## src/rtl/threshold_pipelined.sv

```systemverilog
// Adaptive binarisation: streams image and threshold memories, writes one PIXEL_BITS result per pixel.
// Address issued in cycle k is written in cycle k+READ_LATENCY+1; the source memories have no backpressure.
module threshold_pipelined #(
    parameter int WIDTH_BITS   = 8,
    parameter int HEIGHT_BITS  = 8,
    parameter int WIDTH        = 2**WIDTH_BITS,
    parameter int HEIGHT       = 2**HEIGHT_BITS,
    parameter int PIXEL_BITS   = 8,
    parameter int C_BITS       = 5,
    parameter int READ_LATENCY = 1,
    parameter int STATE_CODE   = 2
) (
    input  logic                              clock,
    input  logic                              reset,
    input  logic [2:0]                        global_state,
    input  logic [1:0]                        mode,
    input  logic [C_BITS-1:0]                 C,
    output logic [WIDTH_BITS-1:0]             oImageCol,
    output logic [HEIGHT_BITS-1:0]            oImageRow,
    input  logic [PIXEL_BITS-1:0]             iImageData,
    output logic [WIDTH_BITS-1:0]             oThresholdCol,
    output logic [HEIGHT_BITS-1:0]            oThresholdRow,
    input  logic [PIXEL_BITS-1:0]             iThresholdData,
    output logic [WIDTH_BITS-1:0]             oResultCol,
    output logic [HEIGHT_BITS-1:0]            oResultRow,
    output logic [PIXEL_BITS-1:0]             oResultData,
    output logic                              oResultWren,
    output logic [WIDTH_BITS+HEIGHT_BITS:0]   oWhiteCount,
    output logic                              finished
);
    localparam int AW = WIDTH_BITS + HEIGHT_BITS;
    localparam logic [AW-1:0] LAST = AW'(WIDTH * HEIGHT - 1);

    typedef enum logic [1:0] {IDLE, RUN, DRAIN, DONE} state_t;

    state_t                  state;
    logic [AW-1:0]           pos;
    logic [AW-1:0]           wr_addr;
    logic [1:0]              mode_q;
    logic [C_BITS-1:0]       c_q;
    logic [READ_LATENCY-1:0] vld_pipe;
    logic [AW-1:0]           addr_pipe [READ_LATENCY];

    logic                    run_en;
    logic [PIXEL_BITS:0]     t_wide;
    logic [PIXEL_BITS-1:0]   t_sat;
    logic                    gt;
    logic [PIXEL_BITS-1:0]   res;

    assign run_en        = (global_state == 3'(STATE_CODE));
    assign oImageCol     = pos[WIDTH_BITS-1:0];
    assign oImageRow     = pos[AW-1:WIDTH_BITS];
    assign oThresholdCol = pos[WIDTH_BITS-1:0];
    assign oThresholdRow = pos[AW-1:WIDTH_BITS];
    assign oResultCol    = wr_addr[WIDTH_BITS-1:0];
    assign oResultRow    = wr_addr[AW-1:WIDTH_BITS];

    // One extra bit catches the borrow so the offset clamps at zero instead of wrapping.
    always_comb begin
        t_wide = {1'b0, iThresholdData} - {{(PIXEL_BITS+1-C_BITS){1'b0}}, c_q};
        t_sat  = t_wide[PIXEL_BITS] ? '0 : t_wide[PIXEL_BITS-1:0];
        gt     = iImageData > t_sat;
        res    = '0;
        case (mode_q)
            2'd0:    res = gt ? '1 : '0;
            2'd1:    res = gt ? '0 : '1;
            2'd2:    res = gt ? iImageData : '0;
            default: res = gt ? t_sat : iImageData;
        endcase
    end

    // Address side of the delay line carries no state worth resetting; validity is tracked in vld_pipe.
    always_ff @(posedge clock) begin
        addr_pipe[0] <= pos;
        for (int i = 1; i < READ_LATENCY; i++) addr_pipe[i] <= addr_pipe[i-1];
    end

    always_ff @(posedge clock) begin
        if (reset) begin
            state       <= IDLE;
            pos         <= '0;
            wr_addr     <= '0;
            mode_q      <= '0;
            c_q         <= '0;
            vld_pipe    <= '0;
            oResultData <= '0;
            oResultWren <= 1'b0;
            oWhiteCount <= '0;
            finished    <= 1'b0;
        end else begin
            vld_pipe[0] <= (state == RUN);
            for (int i = 1; i < READ_LATENCY; i++) vld_pipe[i] <= vld_pipe[i-1];

            oResultWren <= vld_pipe[READ_LATENCY-1];
            if (vld_pipe[READ_LATENCY-1]) begin
                wr_addr     <= addr_pipe[READ_LATENCY-1];
                oResultData <= res;
                if (gt) oWhiteCount <= oWhiteCount + (AW+1)'(1);
            end

            case (state)
                IDLE: begin
                    pos      <= '0;
                    finished <= 1'b0;
                    if (run_en) begin
                        mode_q      <= mode;
                        c_q         <= C;
                        oWhiteCount <= '0;
                        state       <= RUN;
                    end
                end
                RUN: begin
                    if (pos == LAST) state <= DRAIN;
                    else             pos   <= pos + AW'(1);
                end
                // Pipe empties in the same cycle the final write is on the bus.
                DRAIN: begin
                    if (vld_pipe == '0) begin
                        state    <= DONE;
                        finished <= 1'b1;
                    end
                end
                default: begin
                    if (!run_en) begin
                        state    <= IDLE;
                        finished <= 1'b0;
                    end
                end
            endcase
        end
    end
endmodule
```

## config.mk

```make
export PLATFORM = sky130hd
export DESIGN_NAME = threshold_pipelined
export DESIGN_NICKNAME = d
export VERILOG_FILES = /design/src/rtl/threshold_pipelined.sv
export SDC_FILE = /design/constraint.sdc
export NUM_CORES = 1
export LEC_CHECK = 0
export CAP_MARGIN = 5
export CORE_MARGIN = 1.5
export CORE_UTILIZATION = 44
export DETAILED_ROUTE_END_ITERATION = 8
export PLACE_DENSITY_LB_ADDON = 0.15
export SKIP_CTS_REPAIR_TIMING = 1
export SLEW_MARGIN = 15
export SYNTH_ARGS = -nofsm -noshare
export SYNTH_HDL_FRONTEND = slang
export SYNTH_SLANG_ARGS = --single-unit
```

## constraint.sdc

```tcl
create_clock -name clock -period 3.8 [get_ports clock]
set_clock_uncertainty 0.15 [all_clocks]
set_input_delay 0.57 -clock clock [delete_from_list [all_inputs] [get_ports clock]]
set_output_delay 0.57 -clock clock [all_outputs]
set_load 0.02 [all_outputs]
```

Word level (Yosys, flattened, before mapping)
Memory sizes are Yosys's and may differ from the RTL's. A register that Yosys moved wholly into a read port is not among the register bits.
Index checks and enable logic that the tools add are counted.
{"block": "totals", "regBits": 53, "mem_bits_rw": 16, "in_bits": 28, "output_inout_bits": 75, "elab_cells": 54, "memories": 1}
{"block": "classes", "addsub": 3, "n_lt_le_gt_ge": 1, "eq_ne": 12, "muxes": 20, "bitwise_logic": 1, "n_reduce_logical": 7}
{"name": "addr_pipe", "words": 1, "width": 16, "rd": 1, "rd_clocked_by_memory_dff": 1, "wr": 1, "line_no": "42", "source": "logic [AW-1:0] addr_pipe [READ_LATENCY];"}
{"operator": "two-way mux 17 bit", "n": 4}
{"operator": "two-way mux 8 bit", "n": 5}
{"operator": "one-hot mux 16 bit (2 select lines)", "n": 1}
{"operator": "one-hot mux 8 bit (3 select lines)", "n": 1}
{"operator": "adder 17 x 1 -> 17 bit, second input constant", "n": 1}
{"operator": "adder 16 x 1 -> 16 bit, second input constant", "n": 1}
{"operator": "equality test 16 bit, second input constant", "n": 1}
{"operator": "two-way mux 16 bit", "n": 1}
{"operator": "subtractor 8 x 5 -> 9 bit", "n": 1}
{"operator": "> comparator 8 bit", "n": 1}
{"operator": "two-way mux 2 bit", "n": 4}
{"operator": "inequality test 2 bit, second input constant", "n": 3}
{"operator": "one-hot mux 2 bit (3 select lines)", "n": 1}
{"operator": "equality test 2 x 1 -> 1 bit, second input constant", "n": 2}
{"operator": "equality test 2 bit, second input constant", "n": 2}
{"operator": "logical NOT 2 bit", "n": 2}
{"operator": "inequality test 4 x 1 -> 1 bit, second input constant", "n": 1}
{"operator": "AND reduction 2 bit", "n": 2}
{"operator": "AND reduction 4 bit", "n": 1}
{"operator": "equality test 3 x 2 -> 1 bit, second input constant", "n": 1}
{"operator": "inequality test 3 x 1 -> 1 bit, second input constant", "n": 1}
{"operator": "one-hot mux 1 bit (3 select lines)", "n": 1}
{"operator": "AND reduction 3 bit", "n": 1}
{"operator": "two-way mux 1 bit", "n": 2}
{"operator": "3 further kinds", "n": 3}

Depth between registers and ports, before layout
Gate-level depths: netlist (run 1).
{"block": "logic_depth", "depth_word": 7, "depth_mapped": 14}

Worst setup path before layout (run 1)
OpenSTA, ideal clock, no wires.
{"block": "synth_path", "path_kind": "input port to flip-flop", "from": "input iThresholdData[0]", "to": "register oWhiteCount[16]", "arrival_time_ns": 3.643, "setup_slack_ns": -0.063, "cell_stages": 14, "cell_sequence": "inv_1 > ha_1 > fa_1 > nand2b_1 > a21oi_1 > nor2b_1 > or2_2 > ha_1 > nor2b_1 > o211ai_2 > a2111oi_4 > o21ai_2 > or3_1 > a21oi_1"}
{"block": "synth_between", "elab_chain_cells": 7}
{"item": "from (decl)", "line_no": "23", "source": "input logic [PIXEL_BITS-1:0] iThresholdData,"}
{"item": "subtractor 8 x 5 -> 9 bit *", "line_no": "60", "source": "t_wide = {1'b0, iThresholdData} - {{(PIXEL_BITS+1-C_BITS){1'b0}}, c_q};"}
{"item": "two-way mux 8 bit *", "line_no": "61", "source": "t_sat = t_wide[PIXEL_BITS] ? '0 : t_wide[PIXEL_BITS-1:0];"}
{"item": "> comparator 8 bit *", "line_no": "62", "source": "gt = iImageData > t_sat;"}
{"item": "two-way mux 17 bit *", "line_no": "98", "source": "if (gt) oWhiteCount <= oWhiteCount + (AW+1)'(1);"}
{"item": "two-way mux 17 bit *", "line_no": "95", "source": "if (vld_pipe[READ_LATENCY-1]) begin"}
{"item": "two-way mux 17 bit", "line_no": "105", "source": "if (run_en) begin"}
{"item": "two-way mux 17 bit *", "line_no": "101", "source": "case (state)"}
{"item": "to (signal assigned)", "line_no": "98"}
{"item": "to (decl)", "line_no": "28", "source": "output logic [WIDTH_BITS+HEIGHT_BITS:0] oWhiteCount,"}
Mark *: on every way between the ends. The rest lies on a longest branch, timed or not.
A chain may end at the register's enable or synchronous reset.

Final worst setup path (run 1)
{"block": "layout_path", "from": "input iThresholdData[1]", "to": "register oWhiteCount[8]"}
Same word-level chain as after synthesis.

==> results of run 1 <==
-- final timing paths --
kind,slack (ns),cells past startpoint,start,end
max reg2reg,0.29,14,c_q[0]$_SDFFE_PP0P_,oWhiteCount[8]$_SDFF_PP0_
min reg2reg,0.28,0,pos[15]$_SDFFE_PP0P_,addr_pipe[0][15]$_DFF_P_
max,0.13,15,iThresholdData[1],oWhiteCount[8]$_SDFF_PP0_
min,0.28,0,pos[15]$_SDFFE_PP0P_,addr_pipe[0][15]$_DFF_P_
-- cells by family after synthesis --
kind of cell / after synthesis
simple gates: 158
compound gates: 88
flops: 85
buf+inv: 44
xor+xnor: 27
mux: 21
fa+ha+maj: 21
-- Yosys cell counts, types with 2 or more instances --
master	n	area (um2)
o2111ai_1	5	43.8
o21a_1	2	15.0
xor2_1	16	140
nand2b_1	7	43.8
and4_1	7	61.3
o21ai_1	4	20.0
nor4_1	2	12.5
and2_1	3	18.8
nor2b_1	4	25.0
a22o_1	4	35.0
o21ai_0	12	60.1
a31oi_1	2	12.5
or2_1	2	12.5
or2_2	3	18.8
a211oi_1	4	30.0
nor3_1	10	50.1
o22ai_1	3	18.8
o211ai_1	7	52.6
buf_4	16	120
nand4_1	4	25.0
a31o_2	2	17.5
nor2_1	68	255
inv_1	16	60.1
nand2_1	32	120
nand3_1	5	25.0
xnor2_1	11	96.3
a21o_1	2	15.0
or3_1	2	12.5
o31ai_1	4	30.0
clkbuf_1	9	33.8
nor4b_1	2	17.5
a21oi_1	20	100
buf_2	2	10.0
ha_1	19	238
nor3b_1	2	15.0
dfxtp_1	85	1700
mux2i_1	20	200
-- final cells by class --
class	count	share of cell area, %
Sequential cell	85	29.9
Tap cell	108	2.37
Multi-Input combinational cell	315	40.6
Clock buffer	9	2.17
Timing Repair Buffer	134	22.3
Inverter	16	1.05
Clock inverter	6	1.69
-- routing by layer --
metal	vias up	part of all wire, %	track usage [%]
met3	8	4.3	5.67
met4	0	0.78	3.74
met5	-	0	0
met2	84	48	35.8
met1	1673	47	25.7
li1	1779	-	-
-- registers in the layout, summed over array words and instances (netlist names) --
signal,count
c_q,5
oWhiteCount,17
finished,1
state,2
addr_pipe,16
oResultWren,1
wr_addr,16
oResultData,8
vld_pipe,1
mode_q,2
pos,16
-- critical path, delay by kind of cell --
family                   cells  cell delay, ns
AO/OA/AOI/OAI                4            0.81
AND/OR/NAND/NOR              5            0.76
buffers and inverters        3            0.77
XOR/XNOR                     1            0.18
adder cells (fa/ha/maj)      2            0.62
-- power groups by stage --
stage	clock (mW)	sequential, mW	combinational, mW
2_1_floorplan	0	1.01	0.398
3_3_place_gp	0	0.992	0.601
3_5_place_dp	0	0.994	0.612
4_1_cts	0.731	0.973	0.615
5_1_grt	0.767	0.981	0.731
6_report	0.708	0.973	0.669
-- through the flow --
| stage | util [%] | instances |
|---|---|---|
| floorplan | - | 444 |
| global placement | 59.7 | 653 |
| detailed placement | 59.7 | 653 |
| CTS | 62.2 | 668 |
| global route | 64.7 | 673 |
| finish | 64.7 | 673 |
==> flow_summary.json, run 1 <==
{
  "status": "finished, violations left",
  "violations": "design-rule violations",
  "cts_tree": "yes",
  "synth_edf_count": 0,
  "synth_compound_area_share_pct": 15.8,
  "synthMuxAreaShare_pct": 5.23,
  "layout.nets": 609,
  "cp_slowest_stage_delay_ns": 0.48,
  "cp.arrival_ns": 3.74,
  "dieArea_mm2": 0.00977,
  "power_frac_seq_pct": 41.4,
  "io_buffers": 102,
  "wl_per_cell_um": 14.9,
  "switchingPower_mw": 0.747,
  "first_iter_violations": 128,
  "htreeDepth": 3,
  "ir_drop_mv": 0.277,
  "synth_seq_area_share_pct": 42.1,
  "grt_pass1_vias": 3441,
  "final_area_mm2": 0.00570,
  "synth.distinct_cells": 63,
  "synthCells": 444,
  "clkSinkCount": 85,
  "cap_viol_max_count": 0,
  "fp.dieW_um": 98.9,
  "synth_flop_cell": "dfxtp_1",
  "synthAdderAreaFrac_pct": 6.62,
  "insertion_delay_ns": 0.35,
  "async_reset_ff_share_pct": 0,
  "seqCellArea_mm2": 0.00170,
  "pwr-share-comb_pct": 28.5,
  "start_util_pct": 45.9,
  "hpwl_um": 7180,
  "period_share_pct": 96.7,
  "multiInputGateArea_mm2": 0.00231,
  "gp_congestion": 0.887,
  "num-fill-cells": 766,
  "num_rows": 34,
  "grt_pass1_wl_um": 16300,
  "drv_slew": 0,
  "power_frac_clock_pct": 30.1,
  "clock.fmax_ghz": 0.272,
  "ys_seq_elements": 85,
  "cts.path.max_buffers": 2,
  "syn2layout_area_growth_pct": 40.9,
  "synth_xor_area_share_pct": 5.85,
  "grt_max_degree": 24,
  "layout_commonest_cell": "clkdlybuf4s50_1",
  "syn_area_per_cell_um2": 9.11,
  "worstSetupPathType": "primary input to flop",
  "internal_power_mw": 1.60,
  "period_needed_ns": 3.67,
  "synth_top_family_by_area": "simple AND/OR/NAND/NOR gates",
  "crit_path_top_delay_cell": "clkdlybuf4s50_1",
  "worst_slack_ns": 0.127,
  "finalHoldWorstSlack_ns": 0.276,
  "layout_common_cells": "clkdlybuf4s50_1, dfxtp_1, nor2_1, nand2_1, buf_4",
  "pin_count": 103,
  "vias": 3544,
  "syn-cell-area_mm2": 0.00404,
  "hold_class": "flop to flop",
  "drc": 7,
  "drive_gt1_share_pct": 14.5,
  "totalWireLength_um": 10000,
  "p_per_area_mw_per_mm2": 413,
  "dp_slack_ns": -0.642,
  "setup_tns_ns": 0,
  "end_kind": "flop",
  "crit_required_ns": 3.86,
  "path_cells": "clkdlybuf4s50_1, inv_1, fa_2, nand2b_4, a21oi_4, nor2b_2, or2_2, ha_4, nor2b_4, o211ai_4, a2111oi_4, buf_4, o2111ai_4, xor2_1, nor2_1",
  "relSlewSlack_pct": 44.7,
  "ys_warn_count": 0,
  "start_kind": "primary input",
  "cp_max_fo": 6,
  "switching_share_pct": 31.8,
  "cts-root-buf": "clkbuf_8",
  "ant_nets": 0,
  "hold_viol": 0,
  "diodes": 0,
  "synth-simple-area-share_pct": 18.8,
  "antenna_found_initial": 0,
  "setup_violations": 0,
  "gr-total-overflow": 0,
  "power_mw": 2.35,
  "fp.dieH_um": 98.9,
  "synth_fp_nets": 492,
  "numCtsBuffers": 9,
  "tightestPinTransition_ns": 0.824,
  "fp.coreArea_mm2": 0.00881,
  "cts.clk_slew.worst_paths_ns": 0.09,
  "place_area_mm2": 0.00526,
  "via_per_inst": 5.27,
  "rsz0062_at_grt": "false",
  "dr.pass1.iters": 8,
  "leakagePower_nw": 2.00,
  "track_usage_pct": 20.6
}
No activity file was read; power rests on OpenSTA's default activity.
==> inputs of run 2 (changes only) <==
--- a/config.mk
+++ b/config.mk
@@ -7,7 +7,7 @@
 export LEC_CHECK = 0
 export CAP_MARGIN = 5
 export CORE_MARGIN = 1.5
-export CORE_UTILIZATION = 44
+export CORE_UTILIZATION = 53
 export DETAILED_ROUTE_END_ITERATION = 8
 export PLACE_DENSITY_LB_ADDON = 0.15
 export SKIP_CTS_REPAIR_TIMING = 1
==> constraint.sdc (replaced) <==
create_clock -name clock -period 4.35 [get_ports clock]
set_clock_uncertainty 0.15 [all_clocks]
set_input_delay 0.6525 -clock clock [delete_from_list [all_inputs] [get_ports clock]]
set_output_delay 0.6525 -clock clock [all_outputs]
set_load 0.02 [all_outputs]
==> run 2 against run 1 <==
  * The flow now finishes without violations
  * Register-to-register slack gained 0.32 ns
  * Global-route usage up 3.1 points
  * Final cell count decreased by 3.7%
  * Non-clock buffer count fell by 17
  * Die area decreased by 16%
  * Critical path depth unchanged
==> flow_summary.json, run 2 (synthesized netlist as in run 1, its figures left out) <==
{
  "status": "finished clean",
  "internal_power_mw": 1.25,
  "crit_top_cell": "a21oi_1",
  "cap_viol_max_count": 0,
  "layout.nets": 592,
  "end_kind": "flop",
  "via_per_inst": 5.47,
  "hold_class": "flop to flop",
  "relSlewSlack_pct": 44.8,
  "crit_path_top_delay_cell": "clkdlybuf4s50_1",
  "cpLargestDelayFamily": "simple AND/OR/NAND/NOR gates",
  "cp_max_fo": 7,
  "finalHoldWorstSlack_ns": 0.292,
  "gr-total-overflow": 0,
  "drc": 0,
  "ir_drop_mv": 0.297,
  "path_cells": "clkdlybuf4s50_1, inv_1, ha_1, fa_1, nand2b_1, a21oi_1, o41ai_1, mux2_1, ha_1, a21oi_1, o21a_1, nor3_2, o21ai_2, or3_1, a21oi_1",
  "first_iter_violations": 124,
  "dr.pass1.iters": 4,
  "gp_congestion": 0.840,
  "power_frac_seq_pct": 45.1,
  "layout_commonest_cell": "clkdlybuf4s50_1",
  "leakagePower_nw": 1.88,
  "rsz0062_at_grt": "true",
  "largest-register": "oWhiteCount",
  "ant_nets": 0,
  "diodes": 0,
  "syn2layout_area_growth_pct": 32.4,
  "holdPathStages": 0,
  "switching_share_pct": 34.3,
  "fp.dieH_um": 90.3,
  "wl_per_cell_um": 14.6,
  "worstSetupPathType": "primary input to flop",
  "num_rows": 31,
  "grt_pass1_vias": 3487,
  "clkSinkCount": 85,
  "hpwl_um": 6970,
  "grt_pass1_wl_um": 16000,
  "dp_cells": 632,
  "fp.coreArea_mm2": 0.00733,
  "grt_max_degree": 18,
  "p_per_area_mw_per_mm2": 356,
  "track_usage_pct": 23.7,
  "period_needed_ns": 4.20,
  "clock.fmax_ghz": 0.238,
  "drive_gt1_share_pct": 9.29,
  "insertion_delay_ns": 0.35,
  "vias": 3545,
  "totalWireLength_um": 9490,
  "cp.arrival_ns": 4.32,
  "drv_slew": 0,
  "setup_violations": 0,
  "cts-root-buf": "clkbuf_8",
  "switchingPower_mw": 0.654,
  "tightestPinTransition_ns": 0.823,
  "cts.path.max_buffers": 2,
  "pin_count": 103,
  "crit_required_ns": 4.48,
  "layout_common_cells": "clkdlybuf4s50_1, dfxtp_1, nor2_1, nand2_1, mux2i_1",
  "cp_slowest_stage_delay_ns": 0.45,
  "htreeDepth": 3,
  "hold_viol": 0,
  "layout.cells.non_filler": 648,
  "timing.critical_path.buf_inv": 2,
  "worstSetupPathDepth": 15,
  "power_frac_clock_pct": 28.2,
  "antenna_found_initial": 0,
  "start_util_pct": 55.1,
  "cts.clk_slew.worst_paths_ns": 0.10,
  "start_kind": "primary input",
  "pwr-share-comb_pct": 26.7,
  "io_buffers": 102,
  "largest_reg_flops": 17,
  "numCtsBuffers": 9,
  "fp.dieW_um": 90.3,
  "period_share_pct": 96.5,
  "cts_tree": "yes",
  "dieArea_mm2": 0.00816,
  "r2r_cells": 13
}
## run 2: final timing paths
check | endpoint | slack, ns | start
hold / removal | addr_pipe[0][6]$_DFF_P_ | 0.29 | pos[6]$_SDFFE_PP0P_
setup / recovery | oWhiteCount[16]$_SDFF_PP0_ | 0.15 | iThresholdData[0]
hold reg to reg | addr_pipe[0][6]$_DFF_P_ | 0.29 | pos[6]$_SDFFE_PP0P_
setup reg to reg | oWhiteCount[16]$_SDFF_PP0_ | 0.61 | c_q[0]$_SDFFE_PP0P_
## run 2: power by group through the flow
stage / Sequential [mW] / Clock, mW / Combinational [mW]
after floorplan: 0.878 / 0 / 0.342
after global placement: 0.876 / 0 / 0.489
after detailed placement: 0.877 / 0 / 0.498
after CTS: 0.859 / 0.549 / 0.504
after global routing: 0.866 / 0.583 / 0.562
final: 0.860 / 0.538 / 0.508
## run 2: through the flow
stage                     instance area, um2  setup TNS [ns]  utilization (%)  power (mW)  setup WS (ns)
after detailed placement                5130           -2.65             70.0        1.38         -0.236
after global placement                  5130          -0.891             70.0        1.37         -0.121
after floorplan                         4040               0                -        1.22          0.405
final                                   5350               0             73.0        1.91          0.152
after CTS                               5320               0             72.6        1.91          0.122
after global routing                    5350         -0.0606             73.0        2.01        -0.0398
## run 2: routing by layer
layer / wire length (um) / GRT usage, % / vias up
li1: - / - / 1756
met1: 4240 / 29.0 / 1685
met2: 4750 / 41.4 / 94
met3: 387 / 4.29 / 10
met4: 103 / 8.73 / 0
met5: 0 / 0 / -
## run 2: cell type report
class                           instances  area, um2
Multi-Input combinational cell        315       2140
Timing Repair Buffer                  117       1130
Inverter                               16       60.1
Sequential cell                        85       1700
Clock inverter                          7       67.6
Tap cell                               99        124
Clock buffer                            9        124
Fill cell                             567       1980
## run 2: worst register-to-register path, cell delays in order, from the launching register on
cell	delay, ns
dfxtp_1	0.34
ha_1	0.22
fa_1	0.39
nand2b_1	0.17
a21oi_1	0.25
o41ai_1	0.10
mux2_1	0.31
ha_1	0.32
a21oi_1	0.09
o21a_1	0.23
nor3_2	0.44
o21ai_2	0.15
or3_1	0.36
a21oi_1	0.14
